### src/rtl/jk_pkg.sv
// Shared definitions for the JK-based modulo counter: stage excitation modes
// and the next-count rule used by the counter top.
package jk_pkg;

    localparam logic [1:0] JK_HOLD = 2'b00;
    localparam logic [1:0] JK_RST  = 2'b01;
    localparam logic [1:0] JK_SET  = 2'b10;
    localparam logic [1:0] JK_TGL  = 2'b11;

    typedef struct packed {
        logic [15:0] value;
        logic        wrap;
    } step_t;

    // One up/down step modulo `modulus`; an out-of-range value stepping up folds to 0.
    function automatic step_t next_count(input logic [15:0] q,
                                         input logic        up,
                                         input logic [16:0] modulus);
        step_t       s;
        logic [16:0] max_v;
        max_v   = modulus - 17'd1;
        s.value = 16'd0;
        s.wrap  = 1'b0;
        if (up) begin
            if ({1'b0, q} >= max_v) begin
                s.value = 16'd0;
                s.wrap  = 1'b1;
            end else begin
                s.value = q + 16'd1;
            end
        end else begin
            if (q == 16'd0) begin
                s.value = max_v[15:0];
                s.wrap  = 1'b1;
            end else begin
                s.value = q - 16'd1;
            end
        end
        return s;
    endfunction

endpackage

### src/rtl/jk_ff_stage.sv
// Single JK flip-flop cell with synchronous active-high reset to q=0.
module jk_ff_stage
    import jk_pkg::*;
(
    input  logic i_clk,
    input  logic i_rst,
    input  logic i_j,
    input  logic i_k,
    output logic o_q,
    output logic o_q_bar
);

    logic r_q;

    // JK state update: hold, reset, set or toggle selected by {j,k}.
    always_ff @(posedge i_clk) begin
        if (i_rst) begin
            r_q <= 1'b0;
        end else begin
            case ({i_j, i_k})
                JK_HOLD: r_q <= r_q;
                JK_RST:  r_q <= 1'b0;
                JK_SET:  r_q <= 1'b1;
                JK_TGL:  r_q <= ~r_q;
                default: r_q <= r_q;
            endcase
        end
    end

    assign o_q     = r_q;
    assign o_q_bar = ~r_q;

endmodule

### src/rtl/jk_mod_counter.sv
// Up/down modulo-N counter whose state lives in a bank of JK stages; the top
// picks the next value, derives per-bit J/K from it, and registers wrap.
module jk_mod_counter
    import jk_pkg::*;
#(
    parameter int WIDTH   = 4,
    parameter int MODULUS = 10
) (
    input  logic             i_clk,
    input  logic             i_rst,
    input  logic             i_en,
    input  logic             i_up,
    input  logic             i_load,
    input  logic [WIDTH-1:0] i_load_val,
    output logic [WIDTH-1:0] o_count,
    output logic [WIDTH-1:0] o_count_bar,
    output logic             o_wrap
);

    localparam logic [16:0]      MOD_L   = 17'(MODULUS);
    localparam logic [WIDTH-1:0] MAX_VAL = WIDTH'(MODULUS - 1);

    logic [WIDTH-1:0] w_q;
    logic [WIDTH-1:0] w_q_bar;
    logic [WIDTH-1:0] w_next;
    logic [WIDTH-1:0] w_j;
    logic [WIDTH-1:0] w_k;
    logic             w_wrap_next;
    logic             w_unused;
    step_t            w_step;
    logic             r_wrap;

    assign w_step   = next_count(16'(w_q), i_up, MOD_L);
    assign w_unused = ^w_step.value;

    // Next-value selection: load (clamped) beats count, which beats hold.
    always_comb begin
        w_next      = w_q;
        w_wrap_next = 1'b0;
        if (i_load) begin
            if (17'(i_load_val) >= MOD_L) begin
                w_next = MAX_VAL;
            end else begin
                w_next = i_load_val;
            end
        end else if (i_en) begin
            w_next      = w_step.value[WIDTH-1:0];
            w_wrap_next = w_step.wrap;
        end else begin
            w_next      = w_q;
            w_wrap_next = 1'b0;
        end
    end

    // Set only bits that must rise, reset only bits that must fall.
    assign w_j = w_next & ~w_q;
    assign w_k = ~w_next & w_q;

    for (genvar gi = 0; gi < WIDTH; gi++) begin : g_stage
        jk_ff_stage u_stage (
            .i_clk   (i_clk),
            .i_rst   (i_rst),
            .i_j     (w_j[gi]),
            .i_k     (w_k[gi]),
            .o_q     (w_q[gi]),
            .o_q_bar (w_q_bar[gi])
        );
    end

    // Wrap pulse register, aligned with the stage update.
    always_ff @(posedge i_clk) begin
        if (i_rst) begin
            r_wrap <= 1'b0;
        end else begin
            r_wrap <= w_wrap_next;
        end
    end

    assign o_count     = w_q;
    assign o_count_bar = w_q_bar;
    assign o_wrap      = r_wrap;

endmodule

### config.mk
export PLATFORM = sky130hd
export DESIGN_NAME = jk_mod_counter
export DESIGN_NICKNAME = d
export VERILOG_FILES = /design/src/rtl/jk_pkg.sv /design/src/rtl/jk_ff_stage.sv /design/src/rtl/jk_mod_counter.sv
export SDC_FILE = /design/constraint.sdc
export NUM_CORES = 1
export LEC_CHECK = 0
export CAP_MARGIN = 15
export CORE_AREA = 2 2 39 41
export CTS_CLUSTER_SIZE = 24
export DETAILED_ROUTE_END_ITERATION = 10
export DIE_AREA = 0 0 41 43
export GPL_TIMING_DRIVEN = 0
export HOLD_SLACK_MARGIN = 0.1
export PLACE_DENSITY = 0.71
export SYNTH_ARGS = -nofsm -noshare
export SYNTH_HDL_FRONTEND = slang
export SYNTH_HIERARCHICAL = 1
export SYNTH_SLANG_ARGS = --single-unit
### constraint.sdc
create_clock -name i_clk -period 3.1 [get_ports i_clk]
set_clock_uncertainty 0.1 [all_clocks]
set_input_delay 0.775 -clock i_clk [delete_from_list [all_inputs] [get_ports i_clk]]
set_output_delay 0.775 -clock i_clk [all_outputs]
set_load 0.05 [all_outputs]
==> run_results.csv <==
group,metric,value,unit
routing,avgRoutedWirePerCell,11.42,um
sta,timing.final.ws_setup,573.9,ps
cts,clk-insertion-delay-late,240,ps
layout,layout-drive-gt1-share,8.163,%
synthesis,synth_seq_area_share,19.00,%
synthesis,synth.most_common_cell,"sky130_fd_sc_hd__inv_1",
placement,dpl.cell_count,110,
placement,post-place-ws,662.7,ps
synthesis,synthesized_flop_and_latch_total,5,
synthesis,synth.distinct_cells,30,
synthesis,netlist.top_cell.by_area,"sky130_fd_sc_hd__dfxtp_1",
synthesis,postSynth.asyncResetShare,0,%
run,max-cap-violations,0,
die,die_area,1763,um2
synthesis,synth_edf_count,0,
critical_path,slowest_stage,"sky130_fd_sc_hd__clkdlybuf4s50_1",
synthesis,yosysWarnings,6,
die,io_pins,18,
placement,replace_congestion,0.8459,
critical_path,crit_path_max_fanout,11,
die,floorplan.rows,14,
die,vertical_die_dimension,43,um
cts,clock_sink_count,5,
cts,cts-htree-levels,1,
global_route,first_pass_grt_wire_length,2.139,mm
sta,rsz0062_at_grt,"no",
critical_path,setup.worst_path.end_class,"output port",
layout,nNetsFinal,111,
hold_path,hold_class,"reg -> reg",
sta,fmax,0.3959,GHz
critical_path,path_delay_family,"buffers and inverters",
routing,total_wire_length,1.302,mm
cts,tritoncts,"built",
sta,slew_headroom,67.07,%
synthesis,dominantRegCellSynth,"sky130_fd_sc_hd__dfxtp_1",
routing,post_drt_via_cell_ratio,5.368,
global_route,maximum_number_of_pins_on_one_net_before_global_route_repair,12,
critical_path,worstPathArrival,1650,ps
cts,cts_inserted_buffers,3,
cts,cts-root-to-sink-buffers,2,
power,p_per_area,432.1,nW/um2
critical_path,worst_path_largest_cell_delay,880,ps
die,die_width,41,um
sta,finalHoldViolCount,0,
routing,drt_iter0_drc,6,
placement,port_buffers,16,
synthesis,synth_top_cells_by_area,"sky130_fd_sc_hd__dfxtp_1 (19%), sky130_fd_sc_hd__inv_1 (8.6%), sky130_fd_sc_hd__ha_1 (7.1%), sky130_fd_sc_hd__a21oi_1 (6.7%), sky130_fd_sc_hd__nand2_1 (6.4%)",
layout,area_growth_syn_to_layout,39.19,%
global_route,first_global_vias,487,
status,status,"finished, final reports clean",
cts,cts_root_buffer,"sky130_fd_sc_hd__clkbuf_4",
sta,timing.final.crit_share,81.49,%
global_route,grt.overflow.total,0,
critical_path,crit_chain,"clkdlybuf4s50_1",
sta,setup_viol,0,
hold_path,min-delay-start,"g_stage[3].u_stage/o_q",
critical_path,critical_path.n_buffers_inverters,1,
layout,fin_cells,114,
synthesis,syn-instance-count,78,
sta,min_period,2526,ps
placement,hpwl,980.8,um
power,largest_voltage_drop_on_the_vdd_net,0.2802,mV
synthesis,post_synth_most_frequent_cells,"sky130_fd_sc_hd__inv_1 (12), sky130_fd_sc_hd__nand2_1 (9), sky130_fd_sc_hd__a21oi_1 (7)",
power,static-leakage-power,0.2984,nW
synthesis,mappedNetlistArea,526.8,um2
global_route,groute.usage.overall,18.24,%
critical_path,worstReg2RegStart,"g_stage[1].u_stage/o_q",
cts,clock_transition_at_the_registers_of_the_reported_paths,40,ps
cts,cts-hold-fix-buffers,0,
synthesis,synth_fp_nets,90,
routing,num_vias,612,
routing,antenna_violating_nets_left,0,
sta,final_max_slew_viol_count,0,
layout,fillerInstances,140,
sta,totalNegativeSetupSlack,0,ps
critical_path,worst-setup-path-type,"reg -> out",
critical_path,cp.required,2220,ps
die,core_area,1384,um2
critical_path,critical_path_launch_point_type,"flip-flop",
cts,ctsResizeCount,0,
sta,worstMarginPinSlew,492.4,ps
routing,detail_route.drc_violations,0,
synthesis,synth_top_area_share,19.00,%
routing,drt_pass1_iterations,4,
critical_path,launch_point_of_the_worst_path,"g_stage[1].u_stage/o_q",
global_route,antenna_found_initial,0,
cts,post-cts-setup-buffers,0,
layout,antennaDiodeCount,0,
synthesis,post_synth.cell_area_avg,6.753,um2
power,finalPower,316.8,uW
die,initial_core_utilization,38.07,%
placed cells by master, fill, tap and decap left out, types with 2 or more instances in the layout:
master                            instances
sky130_fd_sc_hd__ha_1                     3
sky130_fd_sc_hd__o21ai_0                  5
sky130_fd_sc_hd__buf_2                    2
sky130_fd_sc_hd__nor2_1                   6
sky130_fd_sc_hd__a211o_1                  2
sky130_fd_sc_hd__a21oi_1                  7
sky130_fd_sc_hd__a211oi_1                 4
sky130_fd_sc_hd__nor3_1                   2
sky130_fd_sc_hd__clkdlybuf4s50_1         16
sky130_fd_sc_hd__dfxtp_1                  5
sky130_fd_sc_hd__inv_1                   12
sky130_fd_sc_hd__o21ai_1                  2
sky130_fd_sc_hd__nand2_1                  9
sky130_fd_sc_hd__nor2b_1                  2
sky130_fd_sc_hd__clkbuf_4                 3
worst register-to-register path, stage by stage, from the launching register on:
cell	delay, ps
sky130_fd_sc_hd__dfxtp_1	530
sky130_fd_sc_hd__inv_1	140
sky130_fd_sc_hd__ha_1	230
sky130_fd_sc_hd__nor3b_2	220
sky130_fd_sc_hd__o21ai_1	140
sky130_fd_sc_hd__a211o_1	230
sky130_fd_sc_hd__a21oi_1	140
sky130_fd_sc_hd__nor2_1	50
sky130_fd_sc_hd__a211oi_1	170
per-stage QoR:
step / area [um2] / hold WS (ps) / utilization, %
final: 733.2 / 416.4 / 52.98
after CTS: 733.2 / 424.6 / 52.98
after detailed placement: 706.9 / 416.9 / 51.09
after global routing: 733.2 / 470.3 / 52.98
after global placement: 706.9 / 405.3 / 51.09
after floorplan: 526.8 / 632.5 / -
state kept, by name, indices dropped and copies added (netlist names):
name and flops:
g_stage.u_stage/o_q 4, o_wrap 1
per-layer routing:
| layer | track usage (%) | routed length [um] | vias up | part of all wire (%) |
|---|---|---|---|---|
| met2 | 25.00 | 628 | 14 | 48 |
| met1 | 24.60 | 596 | 277 | 46 |
| met4 | 4.000 | 0 | 0 | 0 |
| met3 | 9.948 | 77 | 0 | 5.9 |
| li1 | - | - | 321 | - |
| met5 | 0 | 0 | - | 0 |
cell type report:
type / instances / area (um2) / area share (%)
buffer: 3 / 17.52 / 2.389
tap: 16 / 20.02 / 2.730
timing repair buffer: 16 / 160.2 / 21.84
multi-input combinational: 58 / 364.1 / 49.66
inverter: 12 / 45.04 / 6.143
sequential: 5 / 100.1 / 13.65
clock buffer: 4 / 26.28 / 3.584
logic make-up (layout without fill, tap and decap cells):
| logic type | Yosys count | count (layout) | synth area share (%) |
|---|---|---|---|
| AO/OA/AOI/OAI | 29 | 29 | 36.58 |
| buffers and inverters | 15 | 35 | 11.88 |
| adder cells (fa/ha/maj) | 3 | 3 | 7.127 |
| AND/OR/NAND/NOR | 26 | 26 | 25.42 |
| flip-flops | 5 | 5 | 19.00 |
where the power goes:
group | internal (mW) | leakage, nW | total (mW) | switching [mW]
Clock | 0.0487 | 0.0150 | 0.0754 | 0.0268
Sequential | 0.0710 | 0.0413 | 0.0846 | 0.0135
Combinational | 0.0608 | 0.242 | 0.157 | 0.0961
final timing paths:
kind / end / slack [ps] / depth (start not counted)
hold reg to reg: g_stage[3].u_stage/o_q / 420 / 1
setup reg to reg: g_stage[1].u_stage/o_q / 1070 / 8
setup / recovery: o_count[1] / 570 / 1
hold / removal: g_stage[3].u_stage/o_q / 420 / 1
Power figures use the tool's default switching activity.
==> patch, RTL diff (same settings) <==
The parameter `WIDTH` goes from 4 to 3.
--- a/src/rtl/jk_mod_counter.sv
+++ b/src/rtl/jk_mod_counter.sv
@@ -4,5 +4,5 @@
     import jk_pkg::*;
 #(
-    parameter int WIDTH   = 4,
+    parameter int WIDTH   = 3,
     parameter int MODULUS = 10
 ) (
Ports: changed (resized i_load_val, o_count and o_count_bar); port bits go from 18 to 15. The function was not compared with the original's and may differ.
==> patch against the unedited design <==
Clock power shrank 13%. Synthesized cell count shrank 41%. Hold slack gained 65 ps. Area after synthesis shrank 32%. Routed wire length shrank 39%. Worst setup slack gained 51 ps. Global-route usage shrank 6.5 points. Cell area shrank 28%. Total power shrank 28%. Register-to-register slack gained 230 ps. Non-clock buffer count shrank 5. Fmax grew 2.1%. Sequential cell count shrank 1. Largest power group unchanged.
==> patch: results (changes against the unedited design) <==
Outcome
  – Status: completed

Power and ir drop
  – Leakage power total: 0.229 nW (-23%)
  – Comb pwr: 96.5 uW (-39%)
  – PD cells: 430 mW/mm^2 (-0.40%)
  – Sw Ratio: 39.0% (-4.0 points)
  – Worst IR Drop VDD: 309 uV (+10%)

Placed design
  – Gp weighted congestion: 0.712 (-16%)
  – # port buffers: 13 (-3)
  – Placed Instances: 75 (-32%)
  – Dpl ws: 751 ps (+88.1 ps)

Global route
  – First-pass GRT wire length: 1370 um (-36%)
  – Met1 Use GR: 16.0% (-8.6 points)
  – GRT Total Usage: 11.7% (-6.5 points)
  – Vias in the first global route: 340 (-30%)
  – Largest net degree at the start of global routing: 11 (-1)
  – Met2 usage: 13.4% (-12 points)
  – Met3 Usage GRT: 9.42% (-0.52 points)

Finish
  – Finished Layout Cells: 78 (-32%)
  – Non-clock buffer count: 14 (-5)
  – Filler instances: 145 (+3.6%)
  – Finished layout cell area: 531 sq um (-28%)
  – Clk_buf instances: 3 (-1)
  – NonClk Buf Share: 26.7% (+2.4 points)
  – Fin nets: 76 (-32%)
  – Sequential cell area: 80.1 sq um (-20%)
  – Util after Layout: 38.3% (-15 points)
  – Seq Cell Count: 4 (-1)
  – Inverters: 8 (-4)
  – Clock buf/inv share: 4.25% (+0.66 points)
  – Area of the multi-input gates: 236 sq um (-35%)
  – Share of post-route cells with drive strength above 1: 11.3% (+3.1 points)

Drt
  – WL met1: 397 um (-33%)
  – Drt wl/cell: 10.1 um (-11%)
  – Vias/cell: 4.71 (-12%)
  – Length of routed met2 wiring: 323 um (-49%)

Setup path
  – R2r endpoint: g_stage[2].u_stage/o_q
  – Worst-path maximum fanout: 10 (-1)
  – Crit path DAT: 1600 ps (-50 ps)
  – Worst r2r path cells: 7 (-1)

Synthesis
  – Avg Inst Size Synth: 7.78 sq um (+15%)
  – Compound-Gate Fraction of Synth Area: 26.2% (-10 points)
  – Synth cell count leaders: inv_1, nor2_1, dfxtp_1, ha_1
  – Main area contributors after synthesis: dfxtp_1, ha_1, inv_1
  – Synth Area in Adders: 14.0% (+6.9 points)
  – Register area share after synthesis: 22.4% (+3.4 points)
  – Mapped Nets: 58 (-36%)

STA
  – Hold slack: 481 ps (+64.7 ps)
  – Rel. slew slack: 66.7% (-0.40 points)

Hold path
  – Worst hold endpoint: g_stage[0].u_stage/o_q
  – Hold path startpoint: g_stage[0].u_stage/o_q
## patch: changes by cell type in the layout (fill, tap and decap cells not counted), sizes merged, moves of 2 or more
cell	delta
nor3	-3
o21ai	-5
nor2b	-2
inv	-4
o311a	+2
buf	-2
nand2	-6
nand2b	+2
a21oi	-6
clkdlybuf4s50	-3
## patch: how the worst max path moves through the flow
stage / start / to / slack (ps) / cells past startpoint
after floorplan: g_stage[2].u_stage/o_q / o_count_bar[2] / 1060 / 1
after global placement: i_en / g_stage[2].u_stage/o_q / 810 / 5
after detailed placement: i_en / g_stage[2].u_stage/o_q / 750 / 5
after CTS: g_stage[2].u_stage/o_q / o_count[2] / 610 / 1
after global routing: g_stage[2].u_stage/o_q / o_count[2] / 540 / 1
final: g_stage[2].u_stage/o_q / o_count[2] / 620 / 1
## patch: worst reg2reg max path, stage by stage (launching register included)
cell      delay (ps)
dfxtp_1          470
inv_1             80
ha_1             240
inv_1             70
ha_1             130
nor2_1            60
o311a_2          330
a211oi_1         240
